**config.mk**
```make
export PLATFORM = sky130hd
export DESIGN_NAME = bcd_countdown_timer_flat
export DESIGN_NICKNAME = d
export VERILOG_FILES = /design/src/rtl/bcd_countdown_timer_if.sv /design/src/rtl/bcd_countdown_timer.sv /design/src/flat_wrapper.sv
export SDC_FILE = /design/constraint.sdc
export NUM_CORES = 1
export LEC_CHECK = 0
export ABC_AREA = 1
export CAP_MARGIN = 20
export CORE_MARGIN = 10
export CORE_UTILIZATION = 48
export DETAILED_ROUTE_END_ITERATION = 10
export PLACE_DENSITY = 0.76
export SKIP_CTS_REPAIR_TIMING = 1
export SLEW_MARGIN = 20
export SYNTH_ARGS = -nofsm -noshare
export SYNTH_HDL_FRONTEND = slang
export SYNTH_SLANG_ARGS = --single-unit
```
**constraint.sdc**
```tcl
create_clock -name clk -period 1.8 [get_ports clk]
set_input_delay 0.36 -clock clk [delete_from_list [all_inputs] [get_ports clk]]
set_output_delay 0.36 -clock clk [all_outputs]
set_load 0.005 [all_outputs]
```
**src/rtl/bcd_countdown_timer_if.sv**
```systemverilog
// Control/status bundle for the multi-digit BCD timer.
// The master drives the strobes and preset; the slave (the timer) drives count and flags.
interface bcd_countdown_timer_if #(
  parameter int unsigned DIGITS = 2
);
  logic                  tick;
  logic                  load;
  logic [4*DIGITS-1:0]   preset;
  logic                  mode_up;
  logic                  hold;
  logic                  abort;
  logic [4*DIGITS-1:0]   count;
  logic                  running;
  logic                  done;
  logic                  at_end;
  logic                  digit_wrap;

  modport master (
    output tick, load, preset, mode_up, hold, abort,
    input  count, running, done, at_end, digit_wrap
  );

  modport slave (
    input  tick, load, preset, mode_up, hold, abort,
    output count, running, done, at_end, digit_wrap
  );
endinterface

```
**src/rtl/bcd_countdown_timer.sv**
```systemverilog
// Multi-digit BCD up/down timer with preset load, hold and terminal detection.
// Counting advances only on the tick enable; all outputs come straight from registers.
module bcd_countdown_timer #(
  parameter int unsigned DIGITS  = 2,
  parameter int unsigned TOP_MAX = 5
) (
  input  logic                 clk,
  input  logic                 clear_n,
  bcd_countdown_timer_if.slave bus
);

  localparam int unsigned W      = 4 * DIGITS;
  localparam int          Top    = DIGITS - 1;
  localparam logic [3:0]  TopMax = 4'(TOP_MAX);

  localparam logic [1:0] StIdle = 2'd0;
  localparam logic [1:0] StRun  = 2'd1;
  localparam logic [1:0] StHold = 2'd2;
  localparam logic [1:0] StDone = 2'd3;

  logic [1:0]   state_q, state_d;
  logic [W-1:0] count_q, count_d;
  logic [W-1:0] target_q, target_d;
  logic         mode_q, mode_d;
  logic         done_q, done_d;
  logic         wrap_q, wrap_d;

  logic [W-1:0] preset_sat;
  logic [W-1:0] count_inc;
  logic [W-1:0] count_dec;
  logic [W-1:0] count_step;
  logic [W-1:0] terminal;

  // Clamp out-of-range digits so the target is always reachable from either end.
  always_comb begin
    preset_sat = bus.preset;
    for (int i = 0; i < DIGITS; i++) begin
      if (i == Top) begin
        if (bus.preset[4*i+:4] > TopMax) preset_sat[4*i+:4] = TopMax;
      end else if (bus.preset[4*i+:4] > 4'd9) begin
        preset_sat[4*i+:4] = 4'd9;
      end
    end
  end

  // Ripple carry/borrow; the top digit never wraps since the terminal value stops the count.
  always_comb begin
    logic carry;
    logic borrow;
    carry     = 1'b1;
    borrow    = 1'b1;
    count_inc = count_q;
    count_dec = count_q;
    for (int i = 0; i < DIGITS; i++) begin
      if (carry) begin
        if (i != Top && count_q[4*i+:4] == 4'd9) begin
          count_inc[4*i+:4] = 4'd0;
        end else begin
          count_inc[4*i+:4] = count_q[4*i+:4] + 4'd1;
          carry = 1'b0;
        end
      end
      if (borrow) begin
        if (count_q[4*i+:4] == 4'd0) begin
          count_dec[4*i+:4] = 4'd9;
        end else begin
          count_dec[4*i+:4] = count_q[4*i+:4] - 4'd1;
          borrow = 1'b0;
        end
      end
    end
  end

  assign count_step = mode_q ? count_inc : count_dec;
  assign terminal   = mode_q ? target_q : '0;

  always_comb begin
    state_d  = state_q;
    count_d  = count_q;
    target_d = target_q;
    mode_d   = mode_q;
    done_d   = 1'b0;
    wrap_d   = 1'b0;
    if (bus.abort) begin
      state_d = StIdle;
      count_d = '0;
    end else if (bus.load) begin
      target_d = preset_sat;
      mode_d   = bus.mode_up;
      count_d  = bus.mode_up ? '0 : preset_sat;
      // Start and terminal coincide only for a zero target, in either direction.
      if (preset_sat == '0) begin
        state_d = StDone;
        done_d  = 1'b1;
      end else begin
        state_d = StRun;
      end
    end else begin
      case (state_q)
        StRun: begin
          if (bus.hold) begin
            state_d = StHold;
          end else if (bus.tick) begin
            count_d = count_step;
            wrap_d  = mode_q ? (count_q[3:0] == 4'd9) : (count_q[3:0] == 4'd0);
            if (count_step == terminal) begin
              state_d = StDone;
              done_d  = 1'b1;
            end
          end
        end
        StHold: begin
          if (!bus.hold) state_d = StRun;
        end
        default: ;
      endcase
    end
  end

  always_ff @(posedge clk or negedge clear_n) begin
    if (!clear_n) begin
      state_q  <= StIdle;
      count_q  <= '0;
      target_q <= '0;
      mode_q   <= 1'b0;
      done_q   <= 1'b0;
      wrap_q   <= 1'b0;
    end else begin
      state_q  <= state_d;
      count_q  <= count_d;
      target_q <= target_d;
      mode_q   <= mode_d;
      done_q   <= done_d;
      wrap_q   <= wrap_d;
    end
  end

  assign bus.count      = count_q;
  assign bus.running    = (state_q == StRun);
  assign bus.at_end     = (state_q == StDone);
  assign bus.done       = done_q;
  assign bus.digit_wrap = wrap_q;

endmodule

```
**src/flat_wrapper.sv**
```systemverilog
// flat-port wrapper written by rule: the top's interface ports become plain ports
module bcd_countdown_timer_flat 
#(
  parameter int unsigned DIGITS  = 2,
  parameter int unsigned TOP_MAX = 5
)
  (clk, clear_n, bus_tick, bus_load, bus_preset, bus_mode_up, bus_hold, bus_abort, bus_count, bus_running, bus_done, bus_at_end, bus_digit_wrap);
  bcd_countdown_timer_if #(.DIGITS(DIGITS)) bus_i ();
  input  logic clk;
  input  logic clear_n;
  input wire logic [$bits(bus_i.tick)-1:0] bus_tick;
  input wire logic [$bits(bus_i.load)-1:0] bus_load;
  input wire logic [$bits(bus_i.preset)-1:0] bus_preset;
  input wire logic [$bits(bus_i.mode_up)-1:0] bus_mode_up;
  input wire logic [$bits(bus_i.hold)-1:0] bus_hold;
  input wire logic [$bits(bus_i.abort)-1:0] bus_abort;
  output wire logic [$bits(bus_i.count)-1:0] bus_count;
  output wire logic [$bits(bus_i.running)-1:0] bus_running;
  output wire logic [$bits(bus_i.done)-1:0] bus_done;
  output wire logic [$bits(bus_i.at_end)-1:0] bus_at_end;
  output wire logic [$bits(bus_i.digit_wrap)-1:0] bus_digit_wrap;
  assign bus_i.tick = bus_tick;
  assign bus_i.load = bus_load;
  assign bus_i.preset = bus_preset;
  assign bus_i.mode_up = bus_mode_up;
  assign bus_i.hold = bus_hold;
  assign bus_i.abort = bus_abort;
  assign bus_count = bus_i.count;
  assign bus_running = bus_i.running;
  assign bus_done = bus_i.done;
  assign bus_at_end = bus_i.at_end;
  assign bus_digit_wrap = bus_i.digit_wrap;
  bcd_countdown_timer #(.DIGITS(DIGITS), .TOP_MAX(TOP_MAX)) u_core (.clk(clk), .clear_n(clear_n), .bus(bus_i));
endmodule
```
; ---- Word level (Yosys, flattened, before mapping)
; Index checks and enable logic that the tools add are counted.
[op_classes]
n_addsub = 4
mul = 0
n_div = 0
n_lt_le_gt_ge = 2
n_eq_ne = 9
n_shift = 0
muxes = 38
n_bitwise = 1
reduce_logical = 9
[op_table]
columns = operator, count
row1 = 2-to-1 mux 8 bit, 8
row2 = 2-to-1 mux 4 bit, 7
row3 = 2-to-1 mux 1 bit, 15
row4 = 2-to-1 mux 2 bit, 7
row5 = adder 4 x 1 -> 4 bit (second input constant), 2
row6 = == test 8 bit, 1
row7 = zero test 4 bit, 2
row8 = zero test 8 bit, 1
row9 = subtractor 4 x 1 -> 4 bit (second input constant), 2
row10 = nonzero test 3 bit, 2
row11 = inequality test 5 x 4 -> 1 bit (second input constant), 1
row12 = inequality test 5 bit (second input constant), 1
row13 = == test 2 bit (second input constant), 2
row14 = == test 4 bit (second input constant), 1
row15 = > comparator 4 x 3 -> 1 bit (second input constant), 1
row16 = > comparator 4 bit (second input constant), 1
row17 = inequality test 4 bit (second input constant), 1
row18 = case mux 2 bit (2 select lines), 1
row19 = AND reduction 4 bit, 1
row20 = nonzero test 4 bit, 1
row21 = inequality test 3 x 2 -> 1 bit (second input constant), 1
row22 = AND reduction 3 bit, 1
row23 = == test 2 x 1 -> 1 bit (second input constant), 1
row24 = AND reduction 2 bit, 1
row25 = NOT 1 bit, 1
[totals]
reg_bits = 21
latchBits = 0
mem_bits_rw = 0
mem_bits_ro = 0
output_inout_bits = 12
memories = 0

; ---- Longest topological paths before layout
[depth]
word_depth = 11
depth_mapped = 18
mapped_depth_nobuf = 18

; ---- Worst setup path after synthesis
; No wires, ideal clock.
[synth_timing]
path_type = register -> register
startpoint = register u_core.count_q[4], in the netlist u_core.bus.count[4]
endpoint = register u_core.state_q[0]
setup_ps = 116
arrival_ps = 1720
path_slack_ps = -37
stages_incl_launch_ff = 16
path_buffers = 0
period_less_slack_ps = 1837
path_cell_list = dfrtp_1 > inv_1 > ha_1 > inv_1 > nor3_1 > o21ai_0 > nand3_1 > nand2_1 > nand2_1 > nand2_1 > nor2_1 > nand3_1 > nand2_1 > nand2_2 > nand3_1 > nand2_1
[synth_between]
elab_chain_len = 7
elab_cells_between_ends = 10
classes_between = add/sub: 2 / eq/ne: 2 / mux: 4 / reduce/logical: 2
[synth_lines]
columns = item, line_no
row1 = "start, declared", bcd_countdown_timer.sv:22  ; logic [W-1:0] count_q, count_d;
row2 = "start signal, assigned", bcd_countdown_timer.sv:130  ; count_q <= count_d;
row3 = subtractor 4 x 1 -> 4 bit or zero test 4 bit (tied branches), "bcd_countdown_timer.sv:67, bcd_countdown_timer.sv:64"
row4 = 2-to-1 mux 4 bit, bcd_countdown_timer.sv:64  ; if (count_q[4*i+:4] == 4'd0) begin
row5 = 2-to-1 mux 4 bit, bcd_countdown_timer.sv:63  ; if (borrow) begin
row6 = 2-to-1 mux 8 bit (*), bcd_countdown_timer.sv:74  ; assign count_step = mode_q ? count_inc : count_dec;
row7 = == test 8 bit (*), bcd_countdown_timer.sv:106  ; if (count_step == terminal) begin
row8 = inequality test 5 x 4 -> 1 bit (no line) (*), --
row9 = AND reduction 4 bit (no line) (*), --
row10 = "end signal, assigned", bcd_countdown_timer.sv:122  ; state_q <= StIdle;
row11 = "end signal, assigned", bcd_countdown_timer.sv:129  ; state_q <= state_d;
row12 = "end, declared", bcd_countdown_timer.sv:21  ; logic [1:0] state_q, state_d;
; Every way passes the cells marked *; elsewhere a longest branch is shown, timed or not.
; A chain may end at the register's enable or synchronous reset.

; ---- Final worst setup path
[layout_timing]
startpoint = register u_core.count_q[0], in the netlist u_core.bus.count[0]
endpoint = register u_core.state_q[1]
[layout_between]
elab_chain_len = 7
elab_cells_between_ends = 14
classes_between = add/sub: 2 / eq/ne: 3 / mux: 7 / reduce/logical: 2
[layout_lines]
columns = item, line_no
row1 = branches (longest 3 deep; another with subtractor 4 x 1 -> 4 bit), --
row2 = 2-to-1 mux 8 bit (*), bcd_countdown_timer.sv:74
row3 = == test 8 bit (*), bcd_countdown_timer.sv:106
row4 = inequality test 5 x 4 -> 1 bit (no line) (*), --
row5 = AND reduction 4 bit (no line) (*), --
; Mark *: on every way between the ends.

==> impl_metrics.tcl <==
set metrics [dict create \
    cp-end-kind "register" \
    cts.clk_slew.worst_paths_ns 0.12 \
    crit_top_cell "nand2_2" \
    finalSetupTns_ns -0.2839 \
    cts_tree "yes" \
    core.rowCount 21 \
    post_synth_xor_area_fraction 0.005339 \
    final-setup-viol-count 2 \
    dominant_combinational_cell_family_by_area_after_synthesis "simple AND/OR/NAND/NOR gates" \
    initial_core_util 0.4955 \
    dpl_wire_length_mm 3.648 \
    synthDominantCellAreaShare 0.3204 \
    route.detailed.vias_per_inst 5.011 \
    final_period_minus_worst_setup_slack_ns 1.948 \
    worst_reg2reg_startpoint "u_core.bus.count[0]" \
    cts_root_buffer "clkbuf_4" \
    first_global_vias 1702 \
    drt_pass1_iterations 5 \
    power_leakage_nw 1.245 \
    synth_area_mm2 0.001640 \
    synth_largest_area_cell "dfrtp_1" \
    global_route_wire_length_before_repair_mm 7.521 \
    final_hold_viol_count 0 \
    drt_iter0_markers 112 \
    setup.worst_path.start_class "register" \
    worst_skew_pair.late_latency_ns 0.30 \
    register_area_share_after_synthesis 0.3204 \
    placedInstanceArea_mm2 0.002203 \
    grtUsageTotal 0.1453 \
    wirelength_mm 4.677 \
    synth_simple_gate_area_share 0.4096 \
    violations "negative setup slack" \
    maxClockFrequency_mhz 513.3 \
    timing_max_transition_violations_final 0 \
    hold_class "in2async" \
    worstPathCellList "nor2_4 > nand2_4 > o21bai_1 > nand3_1 > nand2_1 > nand2_1 > nand2_1 > nand2_2 > nor2_4 > nand3_2 > nand2_2 > nand2_2 > nand2_2 > nand2_2 > nand2_1" \
    die_footprint_mm2 0.006156 \
    design.portCount 27 \
    yosys-top-cells-area "dfrtp_1 (32%), nand2_1 (18%), nand3_1 (7.9%), inv_1 (6.6%), a21oi_1 (6.1%)" \
    area_growth_syn_to_layout_pct 43.55 \
    design.final.nets 336 \
    synth_cells 248 \
    grt_setup_unrepaired "true" \
    crit_path_max_fanout 7 \
    power.ir.vdd_worst_mv 0.3454 \
    tightest_slew_ns 0.4081 \
    critical_path.top_delay_family "simple AND/OR/NAND/NOR gates" \
    antenna_found_initial 0 \
    finish.instance_area_mm2 0.002355 \
    grt_start_max_net_pins 22 \
    dp_worst_setup_slack_ns -0.1566 \
    number_of_port_buffers 26 \
    crit_path_max_incr_delay_ns 0.50 \
    fin_worst_hold_slack_ns 0.3908 \
    worstPathArrival_ns 2.20 \
    status "finished, violations left" \
    max_capacitance_violation_total 0 \
    place_inst 351 \
    cp_max_delay_cell "dfrtp_2" \
    yosys_warnings 0 \
    worstSetupPathType "reg2reg" \
    synth.avg_cell_area_um2 6.614 \
    finish.utilization 0.7113 \
    power_density_mw_per_mm2 666.0 \
    cts-root-to-sink-buffers 2 \
    detail_route.drc_violations 0 \
    ctsHtreeMaxLevel 1 \
    die_x_um 78.46 \
    mappedNetlistNets 268 \
    cp.required_ns 2.05 \
    path_buf_inv 0 \
    dr_total_vias 1809 \
    inserted_clock_buffers 3 \
    synth_compound_area_frac 0.1327 \
    layoutNonFillerInstCount 361 \
    crit_path_from "u_core.bus.count[0]" \
    antenna_left 0 \
    post_synth_mux_area_share 0 \
    routabilityCongestion 0.8788 \
    grt-ovfl-total 0 \
    post_route_cells_drive_above_1_share 0.2889 \
    placeable_core_region_mm2 0.003311 \
    post_synth_fa_ha_maj_area_fraction 0.03814 \
    die_h_um 78.46 \
    tritoncts_num_sinks 21 \
    post-route-worst-setup-slack_ns -0.1481 \
    route.detailed.wl_per_inst_um 12.96 \
    yosys_register_bits 21 \
    remaining_max_slew_budget_at_the_tightest_pin 0.7254 \
    ys_types 33 \
    worst_clock_skew_ns 0.004449 \
    num_antenna_cells 0 \
    period_share 1.082 \
    power.total_mw 1.568 \
]
layout make-up:
class / instances / area, um^2
clock buffer: 4 / 26.28
fill: 290 / 955.9
multi-input combinational: 189 / 1028
sequential: 21 / 531.8
tap: 46 / 57.56
timing repair buffer: 68 / 586.8
inverter: 33 / 123.9
report_power, final:
group / internal [mW] / leakage, nW / switching (mW) / total (mW)
Sequential: 0.520 / 0.261 / 0.0616 / 0.581
Combinational: 0.358 / 0.970 / 0.400 / 0.757
Clock: 0.0862 / 0.0150 / 0.143 / 0.229
layer usage:
layer,part of all wire,GRT usage,up-vias
met5,0,0,-
met2,0.51,0.2574,53
met1,0.42,0.1684,817
met4,0.012,0.05735,0
li1,-,-,933
met3,0.055,0.02620,6
final timing paths:
kind / to / slack (ns) / cells after the start
min reg2reg: u_core.target_q[3] / 0.50 / 2
max: u_core.state_q[1] / -0.15 / 15
min: u_core.target_q[4] / 0.39 / 2
min in group clk: u_core.target_q[3] / 0.50 / 2
max in group asynchronous: u_core.bus.count[0] / 1.18 / 2
max reg2reg: u_core.state_q[1] / -0.15 / 15
cell families after synthesis:
| group | Yosys count |
|---|---|
| buffers and inverters | 38 |
| AOI/OAI and AO/OA | 40 |
| DFF | 21 |
| xor gates and xnor gates | 1 |
| and+or+nand+nor | 143 |
| adders and majority gates | 5 |
flip-flops by register name, summed over array words and instances (netlist names):
signal                 flops
u_core.bus.digit_wrap      1
u_core.target_q            8
u_core.mode_q              1
u_core.bus.done            1
u_core.state_q             2
u_core.bus.count           8
cell usage in the layout (no fill, tap or decap), drive strengths merged:
cell type      instances
clkbuf                 4
buf                   42
a21oi                 20
dfrtp                 21
nand2                 84
a31oi                  1
a22oi                  1
a221oi                 1
nor3b                  1
ha                     5
dlymetal6s2s           3
nor2                  22
nand3b                 1
a211o                  1
nor4                   1
nor3                   4
o21bai                 1
xor2                   1
o22ai                  1
nand3                 29
nand4                  1
a211oi                 1
clkdlybuf4s50         23
inv                   33
o21ai                 13
synth_stat cells, drive strengths merged:
cell / number
a211o: 1
a211oi: 1
a21oi: 20
a221oi: 1
a22oi: 1
a31oi: 1
buf: 2
clkbuf: 3
dfrtp: 21
ha: 5
inv: 33
nand2: 84
nand3: 29
nand3b: 1
nand4: 1
nor2: 22
nor3: 4
nor3b: 1
nor4: 1
o21ai: 13
o21bai: 1
o22ai: 1
xor2: 1
No activity file was read; power rests on OpenSTA's default activity.
